**src/rtl/fetch_ctrl.sv**
```systemverilog
// Fetch/execute sequencer upstream of the PC: fetches pc_out over req/ack, holds the
// instruction for the datapath, resolves Hack jump conditions and drives the PC controls.
module fetch_ctrl #(
    parameter int TIMEOUT = 255,
    parameter int COUNT_W = 32
) (
    input  logic               clk,
    input  logic               rst,
    input  logic [15:0]        pc_out,
    output logic               imem_req,
    output logic [15:0]        imem_addr,
    input  logic               imem_ack,
    input  logic [15:0]        imem_data,
    output logic [15:0]        instr,
    output logic               instr_valid,
    input  logic               exec_done,
    input  logic [15:0]        a_reg,
    input  logic               zr,
    input  logic               ng,
    input  logic               halt,
    output logic [1:0]         pc_ctrl,
    output logic [15:0]        pc_in,
    output logic               halted,
    output logic               fault,
    output logic [COUNT_W-1:0] instr_count
);

    localparam logic [2:0] S_IDLE   = 3'd0;
    localparam logic [2:0] S_FETCH  = 3'd1;
    localparam logic [2:0] S_EXEC   = 3'd2;
    localparam logic [2:0] S_UPDATE = 3'd3;
    localparam logic [2:0] S_HALT   = 3'd4;
    localparam logic [2:0] S_FAULT  = 3'd5;

    localparam int              TO_W    = $clog2(TIMEOUT + 1);
    localparam logic [TO_W-1:0] TO_LAST = TO_W'(TIMEOUT - 1);

    logic [2:0]         r_state;
    logic [TO_W-1:0]    r_to_cnt;
    logic               r_imem_req;
    logic [15:0]        r_imem_addr;
    logic [15:0]        r_instr;
    logic               r_instr_valid;
    logic [1:0]         r_pc_ctrl;
    logic [15:0]        r_pc_in;
    logic               r_halted;
    logic               r_fault;
    logic [COUNT_W-1:0] r_instr_count;

    logic [2:0]  w_next;
    logic        w_take;
    logic [15:0] w_upd_addr;

    assign w_take = r_instr[15] & ((r_instr[2] & ng) | (r_instr[1] & zr) |
                                   (r_instr[0] & ~ng & ~zr));

    // Leaving UPDATE, pc_out has not yet moved, so fetch where the PC is about to land.
    assign w_upd_addr = (r_pc_ctrl == 2'b10) ? r_pc_in : pc_out + 16'd1;

    always_comb begin
        w_next = r_state;
        case (r_state)
            S_IDLE:   w_next = S_FETCH;
            S_FETCH: begin
                if (imem_ack)
                    w_next = S_EXEC;
                else if (r_to_cnt == TO_LAST)
                    w_next = S_FAULT;
            end
            S_EXEC:   if (exec_done) w_next = S_UPDATE;
            S_UPDATE: w_next = halt ? S_HALT : S_FETCH;
            S_HALT:   if (!halt) w_next = S_FETCH;
            S_FAULT:  w_next = S_FAULT;
            default:  w_next = S_IDLE;
        endcase
    end

    always_ff @(posedge clk or posedge rst) begin
        if (rst) begin
            r_state       <= S_IDLE;
            r_to_cnt      <= '0;
            r_imem_req    <= 1'b0;
            r_imem_addr   <= '0;
            r_instr       <= '0;
            r_instr_valid <= 1'b0;
            r_pc_ctrl     <= 2'b00;
            r_pc_in       <= '0;
            r_halted      <= 1'b0;
            r_fault       <= 1'b0;
            r_instr_count <= '0;
        end else begin
            r_state       <= w_next;
            r_imem_req    <= (w_next == S_FETCH);
            r_instr_valid <= (w_next == S_EXEC);
            r_halted      <= (w_next == S_HALT);
            r_pc_ctrl     <= 2'b00;

            if (w_next == S_FETCH && r_state != S_FETCH)
                r_imem_addr <= (r_state == S_UPDATE) ? w_upd_addr : pc_out;

            if (r_state == S_FETCH && !imem_ack)
                r_to_cnt <= r_to_cnt + TO_W'(1);
            else
                r_to_cnt <= '0;

            if (r_state == S_FETCH && imem_ack)
                r_instr <= imem_data;

            if (r_state == S_EXEC && exec_done) begin
                r_pc_ctrl     <= w_take ? 2'b10 : 2'b01;
                r_instr_count <= r_instr_count + COUNT_W'(1);
                if (w_take)
                    r_pc_in <= a_reg;
            end

            if (w_next == S_FAULT)
                r_fault <= 1'b1;
        end
    end

    assign imem_req    = r_imem_req;
    assign imem_addr   = r_imem_addr;
    assign instr       = r_instr;
    assign instr_valid = r_instr_valid;
    assign pc_ctrl     = r_pc_ctrl;
    assign pc_in       = r_pc_in;
    assign halted      = r_halted;
    assign fault       = r_fault;
    assign instr_count = r_instr_count;

endmodule

```
**config.mk**
```make
export PLATFORM = sky130hd
export DESIGN_NAME = fetch_ctrl
export DESIGN_NICKNAME = d
export VERILOG_FILES = /design/src/rtl/fetch_ctrl.sv
export SDC_FILE = /design/constraint.sdc
export NUM_CORES = 1
export LEC_CHECK = 0
export ABC_CLOCK_PERIOD_IN_PS = 4100
export BUFFER_PORTS_ARGS = -buffer_cell sky130_fd_sc_hd__buf_4
export CORE_UTILIZATION = 35
export CTS_CLUSTER_SIZE = 20
export DETAILED_ROUTE_END_ITERATION = 10
export MAX_ROUTING_LAYER = met4
export PLACE_DENSITY = 0.67
export SLEW_MARGIN = 20
export SYNTH_ARGS = -nofsm -noshare
export SYNTH_HDL_FRONTEND = slang
export SYNTH_SLANG_ARGS = --single-unit
```
**constraint.sdc**
```tcl
create_clock -name clk -period 4.1 [get_ports clk]
set_clock_uncertainty 0.15 [all_clocks]
set_input_delay 0.615 -clock clk [delete_from_list [all_inputs] [get_ports clk]]
set_output_delay 0.615 -clock clk [all_outputs]
set_load 0.005 [all_outputs]
```
======== Yosys cells after proc, flatten, opt, wreduce, memory -nomap -nowiden ========
Cells that the tools add are included.
operators by class
  order comparisons ....................... 0
  divide/modulo/power cells ............... 0
  bitwise logic cells ..................... 9
  $add $sub $neg .......................... 3
  mux-type cells .......................... 11
  multipliers ............................. 0
  reductions and logical operators ........ 7
  equality and inequality tests ........... 12
  shifts and indexed selects .............. 0
operator list
  operator               count
  $add 32x1->32 const B  1
  $mux 16                2
  $pmux 3 s6             1
  $add 16x1->16 const B  1
  $mux 3                 5
  $eq 3x3->1 const B     4
  $eq 3x2->1 const B     3
  $add 8x1->8 const B    1
  $eq 8x8->1 const B     1
  $mux 8                 1
  $eq 3x1->1 const B     2
  $and 1x1->1            5
  $logic_and 1x1->1      4
  $mux 2                 2
  $logic_not 3->1        1
  $ne 3x1->1 const B     1
  $eq 2x2->1 const B     1
  $not 1->1              2
  $or 1x1->1             2
  $reduce_and 2->1       1
  $logic_not 1->1        1
storage, ports and cells
  logic and storage cells ................. 53
  memory bits (writable) .................. 0
  bits of input ports ..................... 55
  register bits after elaboration ......... 97
  latch bits .............................. 0
  ROM bits ................................ 0
  output and inout port bits .............. 86
  memories ................................ 0

======== Depth between registers and ports, before layout ========
  depth after elaboration ................. 7
  gate-level depth with buffers ........... 7
  depth with buffers taken out ............ 6

======== Worst setup path after synthesis ========
No wires, ideal clock.
  kind .................................... in2reg
  start point ............................. in pc_out[0]
  end point ............................... reg r_imem_addr[14], in the netlist imem_addr[14]
  path slack .............................. 2.045 ns
  stages on the path ...................... 6
  library setup time ...................... 0.077 ns
  buffers on the path ..................... 0
  arrival ................................. 1.828 ns
  data required time ...................... 3.873 ns
  cell sequence ........................... ha_1 nand4_4 or4_4 nor4_2 a31oi_1 a21oi_1
between the ends
  cells in the longest elaborated chain, start to end .. 3
ends and longest elaborated chain
  what                  line  RTL
  from (decl)           9     input logic [15:0] pc_out,
  $add 16x1->16         58    assign w_upd_addr = (r_pc_ctrl == 2'b10) ? r_pc_in : pc_out + 16'd1;
  $mux 16               58
  $mux 16               99    r_imem_addr <= (r_state == S_UPDATE) ? w_upd_addr : pc_out;
  to (signal assigned)  99
  to (decl)             41    logic [15:0] r_imem_addr;
Every way passes these cells.
A chain may end at the register's enable or synchronous reset.

======== Final worst setup path ========
  start point ............................. reg r_state[0]
  end point ............................... reg r_instr[2], in the netlist instr[2]
between the ends
  cells in the longest elaborated chain, start to end .. 2
ends and longest elaborated chain
  what                    line  RTL
  from (decl)             38    logic [2:0] r_state;
  from (signal assigned)  92    r_state <= w_next;
  $eq 3x1->1              106   if (r_state == S_FETCH && imem_ack)
  $logic_and 1x1->1       106
  to (signal assigned)    107   r_instr <= imem_data;
  to (decl)               42    logic [15:0] r_instr;
Every way passes these cells.

==> metrics.txt <==
# TYPE chip_impl_metric gauge
chip_impl_info{name="status",value="complete, no violations"} 1
chip_impl_metric{name="synth-async-reset-ratio",unit="%"} 100
chip_impl_metric{name="antenna_left",unit=""} 0
chip_impl_info{name="setup.worst_path.class",value="flop to flop"} 1
chip_impl_metric{name="syn_inst",unit=""} 423
chip_impl_metric{name="max_freq",unit="MHz"} 435
chip_impl_metric{name="fin_cells",unit=""} 743
chip_impl_metric{name="fin_ws",unit="ns"} 1.80
chip_impl_metric{name="fp.dieArea",unit="um^2"} 13900
chip_impl_metric{name="clock_tree.htree_level_count",unit=""} 3
chip_impl_metric{name="residual_drc",unit=""} 0
chip_impl_info{name="tritoncts_clock_tree",value="done"} 1
chip_impl_metric{name="ys_seq_area_share",unit="%"} 51.5
chip_impl_info{name="cts_root_buffer",value="sky130_fd_sc_hd__clkbuf_16"} 1
chip_impl_info{name="timing.hold.worst.class",value="primary input to async pin"} 1
chip_impl_metric{name="layout.nets",unit=""} 620
chip_impl_metric{name="initial_utilization",unit="%"} 35.7
chip_impl_metric{name="die_height",unit="um"} 118
chip_impl_metric{name="power_density",unit="nW/um^2"} 537
chip_impl_metric{name="cts-resized-gates",unit=""} 0
chip_impl_metric{name="post-cts-setup-buffer-count",unit=""} 0
chip_impl_metric{name="synth_cell_types",unit=""} 55
chip_impl_metric{name="routed_via_density",unit=""} 4.91
chip_impl_info{name="critical_path.startpoint_type",value="flop"} 1
chip_impl_metric{name="drt_iter0_markers",unit=""} 172
chip_impl_metric{name="cts_buffer_depth",unit=""} 2
chip_impl_metric{name="die_width",unit="um"} 118
chip_impl_metric{name="row_count",unit=""} 42
chip_impl_metric{name="cts_inserted_buffers",unit=""} 9
chip_impl_metric{name="post-dp-hpwl",unit="um"} 8240
chip_impl_info{name="postSynth.topFlopCell",value="sky130_fd_sc_hd__dfrtp_1"} 1
chip_impl_metric{name="cts_hold_buffers",unit=""} 0
chip_impl_metric{name="arrival",unit="ns"} 2.38
chip_impl_metric{name="vdd_drop_max",unit="V"} 0.000288
chip_impl_metric{name="numPortBuffers",unit=""} 140
chip_impl_metric{name="setup_tns",unit="ns"} 0
chip_impl_metric{name="maxCapViolCount",unit=""} 0
chip_impl_metric{name="cts.clk_slew.worst_paths",unit="ns"} 0.06
chip_impl_metric{name="hold_slack",unit="ns"} 0.0962
chip_impl_metric{name="core_area",unit="um^2"} 13200
chip_impl_metric{name="floorplan.io_pins",unit=""} 141
chip_impl_metric{name="grt.total_usage",unit="%"} 17.0
chip_impl_metric{name="final_wirelength",unit="um"} 11100
chip_impl_metric{name="cp.required",unit="ns"} 4.18
chip_impl_metric{name="synth_edf_count",unit=""} 0
chip_impl_metric{name="wire_per_inst",unit="um"} 14.9
chip_impl_metric{name="fillCellCount",unit=""} 1224
chip_impl_metric{name="clock_latency",unit="ns"} 0.34
chip_impl_metric{name="antenna_found_initial",unit=""} 1
chip_impl_metric{name="gp_routability_congestion",unit=""} 0.853
chip_impl_metric{name="final_max_slew_viol_count",unit=""} 0
chip_impl_info{name="layout_common_cells",value="sky130_fd_sc_hd__buf_4, sky130_fd_sc_hd__dfrtp_1, sky130_fd_sc_hd__nand2_1"} 1
chip_impl_metric{name="firstDrtPassIters",unit=""} 4
chip_impl_metric{name="mappedNetlistArea",unit="um^2"} 4710
chip_impl_metric{name="ff_latch_area",unit="um^2"} 2430
chip_impl_metric{name="combined_area_of_the_multi_input_logic_cells",unit="um^2"} 2100
chip_impl_metric{name="syn-mean-instance-area",unit="um^2"} 11.1
chip_impl_info{name="rsz0062_at_grt",value="no"} 1
chip_impl_metric{name="grt_first_pass_wirelength",unit="um"} 18300
chip_impl_metric{name="critical_path_peak_fanout",unit=""} 17
chip_impl_metric{name="reg2reg_depth",unit=""} 4
chip_impl_metric{name="drive_above_1_share",unit="%"} 37.6
chip_impl_metric{name="routed-via-count",unit=""} 3651
chip_impl_metric{name="timing.final.hold_violations",unit=""} 0
chip_impl_metric{name="post_synthesis_to_final_layout_area_growth",unit="%"} 30.8
chip_impl_info{name="critical_path_capture_point_type",value="flop"} 1
chip_impl_metric{name="first_global_vias",unit=""} 3673
chip_impl_metric{name="final-setup-viol-count",unit=""} 0
chip_impl_metric{name="syn-num-nets",unit=""} 482
chip_impl_metric{name="yosysWarnings",unit=""} 0
chip_impl_metric{name="placement_stage_worst_setup_slack",unit="ns"} 1.78
chip_impl_info{name="final_common_cell",value="sky130_fd_sc_hd__buf_4"} 1
chip_impl_metric{name="yosys_register_bits",unit=""} 97
chip_impl_metric{name="relSlewSlack",unit="%"} 39.9
chip_impl_metric{name="tritoncts_num_sinks",unit=""} 97
chip_impl_metric{name="grt_start_max_net_pins",unit=""} 41
chip_impl_metric{name="power.leakage",unit="nW"} 2.95
chip_impl_metric{name="final.min_clock_period",unit="ns"} 2.30
chip_impl_metric{name="overflow_left_after_global_routing",unit=""} 0
chip_impl_metric{name="dp_cells",unit=""} 726
chip_impl_metric{name="finalCritPeriodShare",unit="%"} 56.1
chip_impl_metric{name="slew_of_the_pin_with_the_lowest_slew_margin",unit="ns"} 0.901
-- through the flow --
step                      area [um^2]  power (mW)  utilization (%)
after floorplan                  4710        1.99                -
after global placement           5860        2.48             44.4
after detailed placement         5860        2.52             44.4
after CTS                        6160        3.36             46.7
after global routing             6160        3.52             46.7
final                            6160        3.31             46.7
-- registers in the layout, indices dropped and copies added, names as in the netlist, 2 cells and up --
signal	cells
instr_count	32
imem_addr	16
instr	16
pc_in	16
r_to_cnt	8
r_state	3
pc_ctrl	2
-- area by class of cell --
type | instances | area share, %
diodes | 1 | 0.0406
clock buffers | 14 | 4.61
clock inverters | 2 | 0.163
inverters | 9 | 0.589
multi-input cells | 300 | 34.1
flip-flops and latches | 97 | 39.4
well taps | 176 | 3.58
repair buffers | 144 | 17.6
-- Yosys cell counts, types with 3 or more instances --
cell type | instances | area, um^2
sky130_fd_sc_hd__and2_1 | 3 | 18.8
sky130_fd_sc_hd__nand4_4 | 3 | 63.8
sky130_fd_sc_hd__clkbuf_1 | 5 | 18.8
sky130_fd_sc_hd__a21o_1 | 4 | 30.0
sky130_fd_sc_hd__nand3_1 | 18 | 90.1
sky130_fd_sc_hd__o21ai_0 | 20 | 100
sky130_fd_sc_hd__o22ai_1 | 5 | 31.3
sky130_fd_sc_hd__a211oi_1 | 4 | 30.0
sky130_fd_sc_hd__xnor2_1 | 26 | 228
sky130_fd_sc_hd__mux2i_1 | 4 | 40.0
sky130_fd_sc_hd__nand2b_1 | 5 | 31.3
sky130_fd_sc_hd__nand2_1 | 39 | 146
sky130_fd_sc_hd__mux2_2 | 34 | 383
sky130_fd_sc_hd__nor2_1 | 29 | 109
sky130_fd_sc_hd__inv_1 | 9 | 33.8
sky130_fd_sc_hd__a31oi_1 | 4 | 25.0
sky130_fd_sc_hd__xor2_1 | 10 | 87.6
sky130_fd_sc_hd__ha_1 | 4 | 50.1
sky130_fd_sc_hd__nor3_1 | 6 | 30.0
sky130_fd_sc_hd__nand4_1 | 8 | 50.1
sky130_fd_sc_hd__a21oi_1 | 24 | 120
sky130_fd_sc_hd__buf_6 | 7 | 78.8
sky130_fd_sc_hd__dfrtp_1 | 97 | 2430
sky130_fd_sc_hd__and3_1 | 7 | 43.8
sky130_fd_sc_hd__nor2b_1 | 6 | 37.5
sky130_fd_sc_hd__and4_1 | 4 | 35.0
-- report_power, final --
group          internal, mW  leakage (nW)  switching, mW  total (mW)
clock                 0.476         0.149          0.345       0.821
sequential             1.22          1.26          0.209        1.43
combinational         0.605          1.54          0.456        1.06
total                  2.30          2.95           1.01        3.31
-- worst paths after layout --
check                                start  slack, ns               to
max                             r_state[0]       1.80         instr[2]
min                                    rst        0.1   instr_count[4]
max reg2reg                     r_state[0]       1.80         instr[2]
min reg2reg                instr_count[31]       0.32  instr_count[31]
max in group asynchronous              rst       2.88     imem_addr[3]
min in group clk           instr_count[31]       0.32  instr_count[31]
-- per-layer routing --
layer	up-vias	GRT usage, %	wire [um]
li1	1772	-	-
met1	1762	21.1	4980
met2	104	27.3	5380
met3	13	3.29	506
met4	0	6.89	189
met5	-	-	0
-- kinds of logic (layout without fill, tap and decap cells) --
family	count (synthesis)	after routing	synth area share (%)
and+or+nand+nor	148	148	18.3
adders and majority gates	4	4	1.06
DFF	97	97	51.5
muxes	38	38	8.98
other	0	1	0
xor gates and xnor gates	36	36	6.69
buffers and inverters	26	169	4.01
AOI/OAI and AO/OA	74	74	9.41
-- critical path: stages (launching register included) --
cell and delay (ns):
sky130_fd_sc_hd__dfrtp_1 0.59, sky130_fd_sc_hd__nor2b_1 0.27, sky130_fd_sc_hd__nand2_1 0.12, sky130_fd_sc_hd__nor2_2 0.64, sky130_fd_sc_hd__mux2_2 0.42
Note: power is estimated with default switching activity, not from simulation.
